**config.mk**
```make
export PLATFORM = sky130hd
export DESIGN_NAME = microcode_sequencer
export DESIGN_NICKNAME = d
export VERILOG_FILES = /design/src/rtl/microcode_sequencer.sv
export SDC_FILE = /design/constraint.sdc
export NUM_CORES = 1
export LEC_CHECK = 0
export CORE_MARGIN = 1
export CORE_UTILIZATION = 23
export CTS_CLUSTER_DIAMETER = 30
export DETAILED_ROUTE_END_ITERATION = 6
export PLACE_DENSITY_LB_ADDON = 0.1
export SETUP_SLACK_MARGIN = 0.15
export SYNTH_ARGS = -nofsm -noshare
export SYNTH_HDL_FRONTEND = slang
export SYNTH_SLANG_ARGS = --single-unit
```
**constraint.sdc**
```tcl
create_clock -name clk -period 1.6 [get_ports clk]
set_input_delay 0.32 -clock clk [delete_from_list [all_inputs] [get_ports clk]]
set_output_delay 0.32 -clock clk [all_outputs]
set_load 0.01 [all_outputs]
```
**src/rtl/microcode_sequencer.sv**
```systemverilog
`default_nettype none
// ============================================================================
//  Module      : microcode_sequencer
//  Description : Microcode ROM address sequencer. Accepts opcode bytes from
//                fetch (with 0xCB prefix handling), walks each instruction's
//                micro-op chain, stalls on memory, exits early on failed
//                conditional checkpoints, dispatches interrupts and handles
//                HALT.
//  Revision    : 1.0 - initial release
// ============================================================================
module microcode_sequencer #(
    parameter logic [9:0] IDLE_ADDR = 10'h22E,
    parameter logic [9:0] INT_ADDR  = 10'h200,
    parameter logic [9:0] CB_BASE   = 10'h100,
    parameter int         LAST_BIT  = 75,
    parameter int         WAIT_BIT  = 74,
    parameter int         COND_BIT  = 73,
    parameter int         HALT_BIT  = 72,
    parameter int         CSEL_LSB  = 70,
    parameter int         NEXT_LSB  = 60
) (
    input  logic        clk,
    input  logic        rst,
    input  logic [7:0]  instr_byte,
    input  logic        instr_valid,
    output logic        instr_ready,
    input  logic [75:0] control_signals,
    output logic [9:0]  ucode_addr,
    output logic        uop_valid,
    output logic        uop_advance,
    input  logic        mem_ready,
    input  logic        flag_z,
    input  logic        flag_c,
    input  logic        int_req,
    output logic        int_ack,
    output logic        instr_done,
    output logic        cb_mode,
    output logic        halted
);

    localparam logic [9:0] c_BASE_PLAIN = 10'h000;
    localparam logic [7:0] c_CB_PREFIX  = 8'hCB;

    typedef enum logic [1:0] {
        S_IDLE = 2'd0,
        S_EXEC = 2'd1,
        S_HALT = 2'd2
    } state_t;

    state_t     r_state, w_next_state;
    logic [9:0] r_ucode_addr, w_next_addr;
    logic       r_cb_mode, w_next_cb;

    logic       w_last, w_wait, w_cond, w_halt_op;
    logic [1:0] w_csel;
    logic [9:0] w_next_field;
    logic       w_cond_true, w_cfail, w_stall;
    logic       w_unused_cw;

    // Only the sequencing fields are decoded; the rest belongs to the datapath.
    assign w_last       = control_signals[LAST_BIT];
    assign w_wait       = control_signals[WAIT_BIT];
    assign w_cond       = control_signals[COND_BIT];
    assign w_halt_op    = control_signals[HALT_BIT];
    assign w_csel       = control_signals[CSEL_LSB +: 2];
    assign w_next_field = control_signals[NEXT_LSB +: 10];
    assign w_unused_cw  = ^control_signals[NEXT_LSB-1:0];

    // Evaluate the selected flag condition for a checkpoint micro-op.
    always_comb begin
        w_cond_true = 1'b0;
        case (w_csel)
            2'b00:   w_cond_true = !flag_z;
            2'b01:   w_cond_true = flag_z;
            2'b10:   w_cond_true = !flag_c;
            default: w_cond_true = flag_c;
        endcase
    end

    assign w_cfail = w_cond & !w_cond_true;
    assign w_stall = w_wait & !mem_ready;

    // Next-state, next-address and handshake/pulse outputs.
    always_comb begin
        w_next_state = r_state;
        w_next_addr  = r_ucode_addr;
        w_next_cb    = r_cb_mode;
        instr_ready  = 1'b0;
        uop_valid    = 1'b0;
        uop_advance  = 1'b0;
        int_ack      = 1'b0;
        instr_done   = 1'b0;
        halted       = 1'b0;
        case (r_state)
            S_IDLE: begin
                instr_ready = !int_req;
                w_next_addr = IDLE_ADDR;
                if (int_req) begin
                    // Interrupt wins; any byte offered this cycle stays in fetch.
                    int_ack      = 1'b1;
                    w_next_addr  = INT_ADDR;
                    w_next_state = S_EXEC;
                end else if (instr_valid) begin
                    if (instr_byte == c_CB_PREFIX && !r_cb_mode) begin
                        w_next_cb = 1'b1;
                    end else begin
                        w_next_addr  = (r_cb_mode ? CB_BASE : c_BASE_PLAIN)
                                     + {2'b00, instr_byte};
                        w_next_state = S_EXEC;
                    end
                end
            end
            S_EXEC: begin
                uop_valid   = 1'b1;
                uop_advance = !w_stall;
                if (!w_stall) begin
                    if (w_last || w_cfail) begin
                        instr_done   = 1'b1;
                        w_next_cb    = 1'b0;
                        w_next_addr  = IDLE_ADDR;
                        w_next_state = (w_halt_op && !w_cfail) ? S_HALT : S_IDLE;
                    end else begin
                        w_next_addr = w_next_field;
                    end
                end
            end
            S_HALT: begin
                halted      = 1'b1;
                w_next_addr = IDLE_ADDR;
                if (int_req) begin
                    w_next_state = S_IDLE;
                end
            end
            default: begin
                w_next_state = S_IDLE;
                w_next_addr  = IDLE_ADDR;
                w_next_cb    = 1'b0;
            end
        endcase
    end

    // State, ROM address and prefix flag registers; reset abandons any chain.
    always_ff @(posedge clk or posedge rst) begin
        if (rst) begin
            r_state      <= S_IDLE;
            r_ucode_addr <= IDLE_ADDR;
            r_cb_mode    <= 1'b0;
        end else begin
            r_state      <= w_next_state;
            r_ucode_addr <= w_next_addr;
            r_cb_mode    <= w_next_cb;
        end
    end

    assign ucode_addr = r_ucode_addr;
    assign cb_mode    = r_cb_mode;

endmodule
`default_nettype wire
```
## Word-level counts from Yosys, hierarchy flattened

Index checks and enable logic that the tools add are counted.

| storage, ports and cells | value |
|---|---|
| register bits after elaboration | 13 |
| input port bits | 91 |
| output and inout bits | 17 |
| word-level logic and storage cells | 66 |

| cells by class | value |
|---|---|
| add/subtract/negate cells | 1 |
| equal/unequal tests | 13 |
| mux-type cells | 31 |
| bitwise gates (word level) | 3 |
| reductions and logical operators | 15 |

Operators with widths:

| cell | count |
|---|---|
| 10-bit 2-to-1 mux | 5 |
| 10-bit case mux with 2 select lines | 1 |
| 1-bit 2-to-1 mux | 14 |
| 2-bit 2-to-1 mux | 7 |
| 2-bit != test (second input constant) | 6 |
| 9-bit by 8-bit adder with 10-bit output | 1 |
| 9-bit 2-to-1 mux | 1 |
| 8-bit equality test (second input constant) | 1 |
| 1-bit logical NOT | 8 |
| 3-bit != test (second input constant) | 2 |
| 1-bit case mux with 3 select lines | 2 |
| 2-bit case mux with 3 select lines | 1 |
| 6-bit AND reduction | 1 |
| 5-bit AND reduction | 1 |
| 2-bit by 1-bit equality test with 1-bit output (second input constant) | 2 |
| 2-bit equality test (second input constant) | 2 |
| 2-bit logical NOT | 2 |
| 1-bit bitwise AND | 2 |
| 1-bit logical AND | 2 |
| 1-bit logical OR | 1 |
| 1-bit inverter | 1 |

## Logic depth before layout (Yosys ltp)

| logic depth | value |
|---|---|
| depth after elaboration | 10 |
| mapped depth | 5 |
| depth with buffers taken out | 5 |

## Worst setup path before layout

OpenSTA, ideal clock, no wires.

| path | value |
|---|---|
| path kind | reg2reg |
| start point | reg r_cb_mode, in the netlist cb_mode |
| end point | reg r_ucode_addr[0], in the netlist ucode_addr[0] |
| setup time | 0.126 ns |
| data arrival time | 1.468 ns |
| required time | 1.474 ns |
| setup slack | 0.006 ns |
| cell stages (with the launch flop) | 5 |
| buffers on the path | 0 |
| clock period less this slack | 1.594 ns |
| cells stage by stage | dfrtp_1 nand4bb_4 o41ai_4 nor2b_2 a221o_1 |

| between the ends | value |
|---|---|
| cells in the longest elaborated chain, start to end | 6 |

Ends and longest elaborated chain:

| what | line | RTL |
|---|---|---|
| start, declared | 52 | `logic r_cb_mode, w_next_cb;` |
| start signal, assigned | 151 | `r_cb_mode <= w_next_cb;` |
| 1-bit logical NOT | 104 | `if (instr_byte == c_CB_PREFIX && !r_cb_mode) begin` |
| 1-bit logical AND | 104 |  |
| 10-bit 2-to-1 mux | 104 |  |
| 10-bit 2-to-1 mux | 103 | `end else if (instr_valid) begin` |
| 10-bit 2-to-1 mux | 98 | `if (int_req) begin` |
| 10-bit case mux with 2 select lines | 94 | `case (r_state)` |
| end signal, assigned | 150 | `r_ucode_addr <= w_next_addr;` |
| end, declared | 51 | `logic [9:0] r_ucode_addr, w_next_addr;` |

No other way between the ends.
A chain may end at the register's enable or synchronous reset.

## Worst setup path in the final report

| path | value |
|---|---|
| start point | in control_signals[71] |
| end point | out instr_done |

| between the ends | value |
|---|---|
| cells in the longest elaborated chain, start to end | 8 |
| elaborated cells on any way between the ends | 10 |
| those cells by class | eq/ne: 2; mux: 4; bitwise: 1; reduce/logical: 3 |

Ends and longest elaborated chain:

| what | line | RTL |
|---|---|---|
| start, declared | 27 | `input logic [75:0] control_signals,` |
| 2-bit equality test, or another cell as far along | 72 | `case (w_csel)` |
| 1-bit case mux with 3 select lines * | 72 |  |
| 1-bit logical NOT * | 80 | `assign w_cfail = w_cond & !w_cond_true;` |
| 1-bit bitwise AND * | 80 |  |
| 1-bit logical OR * | 117 | `if (w_last \|\| w_cfail) begin` |
| 1-bit 2-to-1 mux * | 117 |  |
| 1-bit 2-to-1 mux * | 116 | `if (!w_stall) begin` |
| 1-bit 2-to-1 mux * | 94 |  |
| end, declared | 36 | `output logic instr_done,` |

Every way passes the cells marked *; elsewhere a longest branch is shown, timed or not.

==> results by group <==
Clocking
  • CTS Sinks: 13
  • Htree depth: 1
  • Clk slew on worst S/H paths: 0.06 ns
  • CTS Root Cell: clkbuf_8
  • Post-CTS Hold Buffers: 0
  • CTS tree: built
  • TritonCTS Buffers: 3
  • CTS Buffer Depth: 2
  • Clock latency on the worst-skew pair: 0.24 ns

Logic synthesis
  • Seq/Total Area, Yosys: 38.4%
  • Yosys top cell by area: dfrtp_1
  • Post-synth top flop: dfrtp_1
  • Synthesized flop and latch total: 13
  • Area fraction of the dominant cell type after synthesis: 23.2%
  • Most common cell in the netlist: nor2_1
  • Post-synth EDFFs: 0
  • Syn_area_per_cell: 9.49 um^2
  • Share of async-settable or async-resettable flops after synthesis: 100%
  • Top cells by count, synth: 12 x nor2_1, 8 x dfrtp_1, 6 x nand2b_1
  • Area of the mapped netlist: 863 um^2
  • Synthesized net count: 182
  • Yosys Warn Count: 0
  • Cell variety after synth: 38
  • Mapped Cells: 91
  • Largest cells by area after synthesis: dfrtp_1 23%, dfstp_2 15%, nor2_1 5.2%

Power
  • Power per Cell Area: 893 nW/um^2
  • LEAKAGE: 0.000916 uW
  • Peak supply drop: 0.664 mV

Job
  • Max cap viols: 0

Die
  • Die area: 4000 um^2
  • Io pins: 108
  • Initial Util: 24.9%
  • Die Y: 63.3 um
  • # rows: 21
  • Die W: 63.3 um
  • Core ar.: 3470 um^2

Worst setup path
  • Crit Path Class: in -> out
  • Worst path max stage delay: 0.27 ns
  • Crit-path max FO: 2
  • Top cell by count, worst path: mux2i_4
  • Buf+Inv Stages, Crit Path: 2
  • CP max stage cell: mux2i_4
  • CP arrival: 1.28 ns
  • Startpoint Class: primary input
  • Crit-path cells: buf_8, mux2i_4, mux2i_4, nand2b_1, and2_1, buf_2
  • Critical Path End Type: primary output
  • WP data required: 1.28 ns
  • Delay-heaviest family, CP: multiplexers

Worst hold path
  • Worst hold path type: in -> async

Cells and area
  • Fillers: 338
  • NumNets Final: 267
  • Share of layout cells above drive strength 1: 46.9%
  • Post-route design area: 1890 um^2
  • Non-Filler Instances: 221
  • Synth-to-Final Area Change: 119%
  • ANT cells: 0

Timing
  • Tmin final: 1.60 ns
  • Post-route clock period utilization: 99.9%
  • Final setup fails: 0
  • Highest Clock Rate: 625 MHz
  • Hold WS: 0.421 ns
  • Worst slew margin: 63.6%
  • RSZ-0062 raised after global routing: yes
  • Final hold vios: 0
  • Actual slew at the worst max-slew pin: 0.546 ns
  • Clock Skew: 0.00154 ns
  • Slew Limit Fails: 0

Place
  • Final HPWL DP: 2.42 mm
  • Dpl cells: 205
  • Input/output buffers: 47
  • Area after DPL: 1580 um^2
  • Final GP Congestion: 0.804

GRT
  • Vias in the first global route: 1128
  • GRT Total Usage: 17.0%
  • Antenna violations before repair: 0
  • First-pass GRT wire length: 5.31 mm
  • GRT overflow: 0
  • Largest net degree at the start of global routing: 14

Routing
  • Via-to-Cell Ratio: 4.76
  • Wirelength per Cell: 14.8 um
  • Starting DRC count in detailed routing: 25
  • Pre-Repair DR Iteration Count: 4
  • Post-Route WL: 3.28 mm
  • Remaining routing DRC violations: 0
  • Via count: 1053
  • Post-route ant nets: 0

Outcome
  • Status: finished clean
## area by class of cell
class                      instances  area (um^2)  share of cell area [%]
inverter                           2         7.51                   0.397
timing repair buffer              84          759                    40.1
clock buffer                       4         45.0                    2.38
multi-input combinational         72          691                    36.5
sequential                        13          332                    17.5
tap                               46         57.6                    3.04
## final timing paths
path	from	end	slack (ns)	cells past startpoint
setup / recovery	control_signals[71]	instr_done	0.0008	6
hold / removal	rst	ucode_addr[4]$_DFFE_PP0P_	0.42	2
setup reg to reg	r_state[1]$_DFFE_PP0P_	ucode_addr[1]$_DFFE_PP1P_	0.17	7
hold reg to reg	ucode_addr[8]$_DFFE_PP0P_	ucode_addr[8]$_DFFE_PP0P_	0.50	1
max in group asynchronous	rst	ucode_addr[9]$_DFFE_PP1P_	0.81	2
min in group clk	ucode_addr[8]$_DFFE_PP0P_	ucode_addr[8]$_DFFE_PP0P_	0.50	1
## what timing repair did
action                                  CTS  global route
setup buffers                             8             4
endpoints found under the setup margin   26            21
pin swaps                                 7            11
gates resized for setup                  80            28
## placed cells by master, fill, tap and decap left out, types with 2 or more instances in the layout
master,n
buf_4,26
dlygate4sd2_1,18
clkdlybuf4s50_1,13
buf_6,13
nor2_1,11
dfrtp_1,8
buf_2,6
dlymetal6s2s_1,6
a21oi_1,5
dfstp_2,5
nand2b_1,4
nand3_1,3
a221o_1,3
clkbuf_8,3
nor2b_4,2
mux2i_4,2
o31ai_2,2
nand2b_4,2
nand2_2,2
nand2_1,2
o41ai_4,2
nor4_4,2
nand4b_1,2
a31oi_1,2
and2_1,2
and3_1,2
## registers in the layout, indices dropped and copies added, names as in the netlist
signal      flops
cb_mode         1
r_state         2
ucode_addr     10
## cells by family after synthesis
logic type	synth area share (%)
AOI/OAI and AO/OA	22.8
muxes	4.06
and+or+nand+nor	32.2
DFF	38.4
buffers and inverters	2.61
## metrics by stage
step	TNS [ns]	utilization [%]	worst slack [ns]	total power, uW
3_5_place_dp	-7.57	45.5	-0.832	1250
4_1_cts	0	49.4	0.0127	1580
3_3_place_gp	-7.12	45.5	-0.754	1250
6_report	0	54.5	0.000812	1690
5_1_grt	-0.0753	54.5	-0.0409	1790
2_1_floorplan	0	-	0.00652	783
## layer usage
metal  track usage [%]  vias to the layer above  part of all wire, %
li1                  -                      512                    -
met1              21.5                      509                   43
met2              29.4                       30                   51
met3              4.17                        2                  5.2
met4              2.56                        0                 0.24
met5                 0                        -                    0
## where the power goes
group	switching [uW]	internal (uW)
clock	121	176
sequential	44.7	435
combinational	408	506
(Power assumes the default switching activity.)
